File: src/rtl/sub_pkg.sv
// Shared definitions for the serial subtractor.
//   MODE_TWOS / MODE_ONES : values of the mode input.
//   state_t               : controller state encoding (also seen on dbg_state).
package sub_pkg;

  localparam logic MODE_TWOS = 1'b0;
  localparam logic MODE_ONES = 1'b1;

  typedef enum logic [1:0] {
    ST_IDLE = 2'd0,
    ST_SUB  = 2'd1,
    ST_WRAP = 2'd2,
    ST_DONE = 2'd3
  } state_t;

endpackage

File: src/rtl/sub_slice.sv
// STEP-bit combinational ripple adder shared by the subtract pass and the
// end-around-carry pass of serial_subtractor.
//   x, y : addends (STEP bits)
//   cin  : carry in
//   s    : sum (STEP bits)
//   cout : carry out of the top bit
module sub_slice #(
  parameter int STEP = 1
) (
  input  logic [STEP-1:0] x,
  input  logic [STEP-1:0] y,
  input  logic            cin,
  output logic [STEP-1:0] s,
  output logic            cout
);

  logic c;

  always_comb begin
    c = cin;
    s = '0;
    for (int i = 0; i < STEP; i++) begin
      s[i] = x[i] ^ y[i] ^ c;
      c    = (x[i] & y[i]) | (c & (x[i] ^ y[i]));
    end
    cout = c;
  end

endmodule

File: src/rtl/serial_subtractor.sv
// Multi-cycle A - B in two's- or one's-complement, STEP bits per clock.
//   clk, rst_n   : clock, asynchronous active-low reset
//   start, mode  : request (sampled in IDLE only), 0 = two's, 1 = one's
//   a, b         : operands, latched when start is accepted
//   ready, busy  : ready = IDLE, busy = SUB/WRAP/DONE
//   done         : one-cycle pulse, diff and flags valid while high
//   diff         : result, held until the next accepted start
//   borrow       : inverted carry-out of the subtract pass
//   overflow     : signed overflow of the selected representation
//   neg_zero     : one's-complement result is all ones
//   dbg_state    : current controller state
//
// Handshake: a request is accepted on a rising edge where start = 1 and
// ready = 1; start while ready = 0 is dropped, never queued.
module serial_subtractor
  import sub_pkg::*;
#(
  parameter int WIDTH = 8,
  parameter int STEP  = 1
) (
  input  logic             clk,
  input  logic             rst_n,
  input  logic             start,
  input  logic             mode,
  input  logic [WIDTH-1:0] a,
  input  logic [WIDTH-1:0] b,
  output logic             ready,
  output logic             busy,
  output logic             done,
  output logic [WIDTH-1:0] diff,
  output logic             borrow,
  output logic             overflow,
  output logic             neg_zero,
  output logic [1:0]       dbg_state
);

  localparam int N  = WIDTH / STEP;
  localparam int IW = (N > 1) ? $clog2(N) : 1;

  state_t           state_q, state_d;
  logic [WIDTH-1:0] a_q, a_d, b_q, b_d, diff_q, diff_d;
  logic             mode_q, mode_d, carry_q, carry_d;
  logic [IW-1:0]    idx_q, idx_d;
  logic             borrow_q, borrow_d, overflow_q, overflow_d;
  logic             neg_zero_q, neg_zero_d, done_q, done_d;

  logic             last_chunk;
  logic [31:0]      sh;
  logic [WIDTH-1:0] x_full, x_sh, y_sh, s_ext, step_mask;
  logic [STEP-1:0]  slice_x, slice_y, slice_s;
  logic             slice_cout;

  assign last_chunk = (idx_q == IW'(N - 1));

  // Chunk select: shift the active operand down so chunk idx sits at bit 0.
  // The WRAP pass re-reads diff and adds zero plus the running carry.
  always_comb begin
    sh        = {{(32-IW){1'b0}}, idx_q} * STEP;
    x_full    = (state_q == ST_SUB) ? a_q : diff_q;
    x_sh      = x_full >> sh;
    y_sh      = (~b_q) >> sh;
    slice_x   = x_sh[STEP-1:0];
    slice_y   = (state_q == ST_SUB) ? y_sh[STEP-1:0] : '0;
    s_ext     = '0;
    s_ext[STEP-1:0] = slice_s;
    step_mask = '0;
    step_mask[STEP-1:0] = '1;
  end

  sub_slice #(.STEP(STEP)) u_slice (
    .x    (slice_x),
    .y    (slice_y),
    .cin  (carry_q),
    .s    (slice_s),
    .cout (slice_cout)
  );

  // State register
  always_ff @(posedge clk or negedge rst_n) begin
    if (!rst_n) state_q <= ST_IDLE;
    else        state_q <= state_d;
  end

  // Next-state logic
  always_comb begin
    state_d = state_q;
    case (state_q)
      ST_IDLE: if (start) state_d = ST_SUB;
      ST_SUB:  if (last_chunk)
                 state_d = (mode_q == MODE_ONES && slice_cout) ? ST_WRAP : ST_DONE;
      ST_WRAP: if (last_chunk) state_d = ST_DONE;
      ST_DONE: state_d = ST_IDLE;
      default: state_d = ST_IDLE;
    endcase
  end

  // Output decode
  always_comb begin
    ready     = (state_q == ST_IDLE);
    busy      = ~ready;
    dbg_state = state_q;
  end

  // Datapath next values
  always_comb begin
    a_d        = a_q;
    b_d        = b_q;
    mode_d     = mode_q;
    idx_d      = idx_q;
    carry_d    = carry_q;
    diff_d     = diff_q;
    borrow_d   = borrow_q;
    overflow_d = overflow_q;
    neg_zero_d = neg_zero_q;
    done_d     = 1'b0;
    case (state_q)
      ST_IDLE: if (start) begin
        a_d     = a;
        b_d     = b;
        mode_d  = mode;
        idx_d   = '0;
        // Two's complement needs the +1 of ~b; one's complement adds it later
        // only if the end-around carry appears.
        carry_d = (mode == MODE_TWOS);
      end
      ST_SUB, ST_WRAP: begin
        diff_d  = (diff_q & ~(step_mask << sh)) | (s_ext << sh);
        carry_d = slice_cout;
        idx_d   = last_chunk ? '0 : idx_q + IW'(1);
        if (state_q == ST_SUB && last_chunk) borrow_d = ~slice_cout;
      end
      ST_DONE: begin
        done_d     = 1'b1;
        overflow_d = (a_q[WIDTH-1] != b_q[WIDTH-1]) && (diff_q[WIDTH-1] != a_q[WIDTH-1]);
        neg_zero_d = (mode_q == MODE_ONES) && (&diff_q);
      end
      default: ;
    endcase
  end

  always_ff @(posedge clk or negedge rst_n) begin
    if (!rst_n) begin
      a_q        <= '0;
      b_q        <= '0;
      mode_q     <= 1'b0;
      idx_q      <= '0;
      carry_q    <= 1'b0;
      diff_q     <= '0;
      borrow_q   <= 1'b0;
      overflow_q <= 1'b0;
      neg_zero_q <= 1'b0;
      done_q     <= 1'b0;
    end else begin
      a_q        <= a_d;
      b_q        <= b_d;
      mode_q     <= mode_d;
      idx_q      <= idx_d;
      carry_q    <= carry_d;
      diff_q     <= diff_d;
      borrow_q   <= borrow_d;
      overflow_q <= overflow_d;
      neg_zero_q <= neg_zero_d;
      done_q     <= done_d;
    end
  end

  assign diff     = diff_q;
  assign borrow   = borrow_q;
  assign overflow = overflow_q;
  assign neg_zero = neg_zero_q;
  assign done     = done_q;

endmodule

File: config.mk
export PLATFORM = sky130hd
export DESIGN_NAME = serial_subtractor
export DESIGN_NICKNAME = d
export VERILOG_FILES = /design/src/rtl/sub_pkg.sv /design/src/rtl/sub_slice.sv /design/src/rtl/serial_subtractor.sv
export SDC_FILE = /design/constraint.sdc
export NUM_CORES = 1
export LEC_CHECK = 0
export CAP_MARGIN = 25
export CELL_PAD_IN_SITES_DETAIL_PLACEMENT = 0
export CELL_PAD_IN_SITES_GLOBAL_PLACEMENT = 1
export CORE_AREA = 2 2 70 72
export DETAILED_ROUTE_END_ITERATION = 12
export DIE_AREA = 0 0 72 74
export PLACE_DENSITY_LB_ADDON = 0.1
export SYNTH_ARGS = -nofsm -noshare
export SYNTH_HDL_FRONTEND = slang
export SYNTH_SLANG_ARGS = --single-unit
File: constraint.sdc
create_clock -name clk -period 3.13 [get_ports clk]
set_clock_uncertainty 0.2 [all_clocks]
set_input_delay 0.313 -clock clk [delete_from_list [all_inputs] [get_ports clk]]
set_output_delay 0.313 -clock clk [all_outputs]
set_load 0.1 [all_outputs]
==> run metrics, run 1 <==
status complete, no violations; hpwl dp 2850 µm; CTS tree yes; Resized cells post-CTS 0; worst skew pair latency 0.28 ns; placed insts 229; Post-synth EDFFs 0; count of unique library cells instantiated by Yosys 36; Fillers 407; YS warnings 0; unrepaired setup endpoints after global routing false; post-CTS setup repair buffer count 0; worst slew pin tran 0.520 ns; DRC Markers 0; post-synth top area cell dfrtp_1; die height 74 µm; All-Layer GR Usage 0.158; Relative slew margins 0.653; Initial Util 0.397; routed vias 1,292; remaining global-route overflow 0; Area Overhead vs Synth 25.9%; Max Freq 340 MHz; Yosys top cell area share 0.480; final design utilization 0.499; Post-Syn Nets 176; worst min path class input port to async pin; Synth Flop Type dfrtp_1; Worst Path Required 3.10 ns; final hold vios 0; CTS Root Buffer Type clkbuf_8; H-tree levels 2; crit-path cells inv_1 -> ha_2 -> mux4_1 -> mux2i_1 -> mux2i_1 -> fa_1 -> nor2b_2 -> a32o_1; layout cells sized above 1 0.301; Critical Path AT 2.91 ns; hold_buf cts 0; FF-to-FF setup slack 0.19 ns; Worst path most repeated cell mux2i_1; Startpoint Class flop; IO Port Bufs 35; Register Area 878 µm²; asr flop ratio synth 1.00; worst reg2reg startpoint dbg_state[1]; Final Wtd Congestion 0.860; clk slew on worst S/H paths 0.07 ns; Non-Filler Instances 237; first-pass GRT wire length 6320 µm; cells on worst reg2reg path 8; fin crit period 2.94 ns; vias per inst 5.45; Num CTS Buffers 5; crit-path max cell delay 0.57 ns; initial antenna violation count 0; TritonCTS Sinks 35; pin count of the biggest net entering global routing 36; io pins 36; Mean Syn Cell Area 12.6 µm²; final WL 3930 µm; 1st-iter DRT viols 89; Post-DRT Antenna Nets 0; setup TNS 0 ns; Setup-failing EPs final 0; CP Class flop to flop; Cell Rows 25; Max FO, Critical Path 7; diode count 0; max cap viols 0; final net count 213; die area 5330 µm²; synth top area cells dfrtp_1, mux2_2, ha_1, mux4_2, nand2_1; core area 4600 µm²; Slew Limit Fails 0; die width 72 µm; CP endpoint kind flop; synth cell count leaders dfrtp_1, mux2_2, nand2_1, ha_1, inv_1; Multi-input gate area 877 µm²; most frequent cell after synthesis dfrtp_1; slowest stage cell on the critical path mux4_1; Mapped Area 1820 µm²; Syn Inst Count 145; Pre-antenna DRT Iters 4; vias in the first global route 1,269; worst reg2reg endpoint diff[2]; post-synthesis sequential area ratio 0.480; Seq cells post-synth 35; drt wl/cell 16.6 µm; Tcrit/Tclk final 0.941; Max clock buf depth 2
==> kinds of logic after synthesis <==
kind of cell,Yosys count,synth area share
simple gates,36,0.0995
mux,27,0.205
flops,35,0.480
buf+inv,15,0.0418
compound gates,21,0.0940
fa+ha+maj,11,0.0796
==> cell usage in the layout, fill, tap and decap left out, drive strengths merged, types with 6 or more instances in the layout <==
| cell | synthesis | layout |
|---|---|---|
| dfrtp | 35 | 35 |
| ha | 10 | 10 |
| buf | 6 | 18 |
| nand2 | 16 | 16 |
| clkbuf | 1 | 6 |
| mux4 | 6 | 6 |
| clkdlybuf4s50 | 0 | 19 |
| mux2 | 17 | 17 |
| inv | 8 | 8 |
==> per-layer routing <==
layer,GRT usage,vias to the layer above,share of wire
met2,0.258,33,0.47
met1,0.207,647,0.47
li1,-,605,-
met5,0,-,0
met4,0.0482,0,0.010
met3,0.0420,7,0.049
==> critical path: cells and delay by family, from the launching register on <==
kind | cells | cell delay (ns)
adders and majority gates | 2 | 0.80
and+or+nand+nor | 1 | 0.21
DFF | 1 | 0.45
buffers and inverters | 1 | 0.09
AOI/OAI and AO/OA | 1 | 0.25
muxes | 3 | 0.83
==> through the flow <==
stage	hold slack [ns]	instance area, µm²	setup WS (ns)
floorplan	-0.183	1830	0.102
global placement	0.282	2170	0.209
detailed placement	0.281	2170	0.0572
CTS	0.256	2290	0.0314
global route	0.285	2300	0.0604
finish	0.247	2300	0.185
==> sequential cells by signal (all words and copies together), names as in the netlist <==
signal	flops
mode_q	1
b_q	8
dbg_state	2
idx_q	3
borrow	1
a_q	8
done	1
diff	8
neg_zero	1
overflow	1
carry_q	1
==> area by class of cell <==
class	count	share of cell area
Inverter	8	0.0131
Timing Repair Buffer	37	0.142
Clock buffer	6	0.0360
Tap cell	54	0.0294
Multi-Input combinational cell	95	0.382
Clock inverter	2	0.0153
Sequential cell	35	0.383
==> worst max path at each step <==
stage	endpoint	startpoint	slack, ns	cells after the start
2_1_floorplan	diff[2]	dbg_state[0]	0.10	8
3_3_place_gp	diff[6]	dbg_state[1]	0.21	9
3_5_place_dp	diff[2]	dbg_state[1]	0.06	8
4_1_cts	diff[2]	dbg_state[1]	0.03	8
5_1_grt	diff[6]	dbg_state[1]	0.06	9
6_report	diff[2]	dbg_state[1]	0.19	8
Power of run 1 is left out: the tool's default activity adds up to more than one toggle a clock period on the data nets, which glitch-free logic cannot reach.
==> inputs of run 2 (changes only) <==
--- a/config.mk
+++ b/config.mk
@@ -8,9 +8,9 @@
 export CAP_MARGIN = 25
 export CELL_PAD_IN_SITES_DETAIL_PLACEMENT = 0
 export CELL_PAD_IN_SITES_GLOBAL_PLACEMENT = 1
-export CORE_AREA = 2 2 70 72
+export CORE_AREA = 2 2 83 61
 export DETAILED_ROUTE_END_ITERATION = 12
-export DIE_AREA = 0 0 72 74
+export DIE_AREA = 0 0 85 63
 export PLACE_DENSITY_LB_ADDON = 0.1
 export SYNTH_ARGS = -nofsm -noshare
 export SYNTH_HDL_FRONTEND = slang
==> run metrics, run 2 (synthesis results as in run 1) <==
Worst path most repeated cell mux2i_1; crit-path cells inv_1 -> ha_1 -> mux4_1 -> mux2i_1 -> mux2i_1 -> fa_1 -> nor2b_2 -> a32o_1; Non-Filler Instances 241; layout cells sized above 1 0.293; IO Port Bufs 35; vias in the first global route 1,305; Fillers 409; final net count 214; FF-to-FF setup slack 0.18 ns; initial antenna violation count 0; routed vias 1,267; hpwl dp 2870 µm; slowest stage cell on the critical path mux4_1; die width 85 µm; Slew Limit Fails 0; die height 63 µm; max cap viols 0; fin crit period 2.95 ns; Area Overhead vs Synth 25.4%; Initial Util 0.397; CP endpoint kind flop; Num CTS Buffers 5; Setup-failing EPs final 0; diode count 0; commonest non-fill, non-tap cell in the layout dfrtp_1; worst reg2reg endpoint diff[2]; DRC Markers 0; TritonCTS Sinks 35; Final Wtd Congestion 0.829; remaining global-route overflow 0; Max FO, Critical Path 6; Register Area 878 µm²; WP buf/inv 1; Worst path depth 8; final hold vios 0; Tcrit/Tclk final 0.943; core area 4600 µm²; worst min path class input port to async pin; Pre-antenna DRT Iters 4; drt wl/cell 16.0 µm; CTS Root Buffer Type clkbuf_8; Worst Path Required 3.10 ns; CP Class flop to flop; status complete, no violations; worst reg2reg startpoint dbg_state[1]; Startpoint Class flop; die area 5360 µm²; 1st-iter DRT viols 65; Max clock buf depth 2; Max Freq 339 MHz; CTS tree yes; worst slew pin tran 0.483 ns; placed insts 233; family with the most delay on the worst path multiplexers; CP endpoint diff[2]; pin count of the biggest net entering global routing 36; Multi-input gate area 875 µm²; crit-path max cell delay 0.58 ns; worst skew pair latency 0.28 ns; commonest cells after routing, fill and taps aside dfrtp_1, clkdlybuf4s50_1, buf_4, mux2_2, nand2_1; setup TNS 0 ns; crit path from dbg_state[1]; Relative slew margins 0.678; io pins 36; Cell Rows 21; All-Layer GR Usage 0.160; unrepaired setup endpoints after global routing false; cells on worst reg2reg path 8; Critical Path AT 2.92 ns; vias per inst 5.26; Post-DRT Antenna Nets 0; final WL 3870 µm; H-tree levels 2; first-pass GRT wire length 6630 µm; clk slew on worst S/H paths 0.07 ns
## run 2: changes by cell type in the layout (fill, tap and decap cells not counted)
| cell | previous run | this run |
|---|---|---|
| buf_4 | 18 | 19 |
| bufinv_16 | 1 | 0 |
| clkbuf_1 | 0 | 1 |
| clkbuf_8 | 6 | 7 |
| clkinv_2 | 1 | 0 |
| ha_1 | 9 | 10 |
| ha_2 | 1 | 0 |
## run 2: worst reg2reg max path, stage by stage (launching register included)
cell and delay, ns:
dfrtp_2 0.44, inv_1 0.09, ha_1 0.28, mux4_1 0.59, mux2i_1 0.15, mux2i_1 0.12, fa_1 0.53, nor2b_2 0.21
a32o_1 0.24
## run 2: how the worst min path moves through the flow
stage,from,to,cells past startpoint
after floorplan,rst_n,a_q[0],0
after global placement,borrow,borrow,2
after detailed placement,borrow,borrow,2
after CTS,rst_n,b_q[3],2
after global routing,rst_n,borrow,2
final,rst_n,idx_q[2],2
## run 2: layer usage
layer	global-route usage	routed length, µm
met4	0.0417	16
met2	0.235	1740
met3	0.0489	231
met1	0.230	1880
met5	0	0
## run 2: repair_timing
item	CTS	global route
resized for setup	0	1
setup buffers	0	0
hold endpoints to repair	0	0
endpoints found under the setup margin	0	3
hold buffers	0	0
## run 2: layout make-up
type | instances | area share
multi-input combinational | 95 | 0.382
inverter | 8 | 0.0131
sequential | 35 | 0.384
timing repair buffer | 38 | 0.146
tap | 57 | 0.0312
clock buffer | 8 | 0.0438
## run 2: through the flow
step | instance area, µm² | hold slack [ns] | utilization | setup WS (ns)
floorplan | 1830 | -0.183 | - | 0.102
global placement | 2180 | 0.265 | 0.475 | 0.272
detailed placement | 2180 | 0.272 | 0.475 | 0.154
CTS | 2280 | 0.266 | 0.497 | 0.126
global route | 2290 | 0.318 | 0.497 | 0.0259
finish | 2290 | 0.244 | 0.497 | 0.179
Power of run 2 is left out for the same reason.
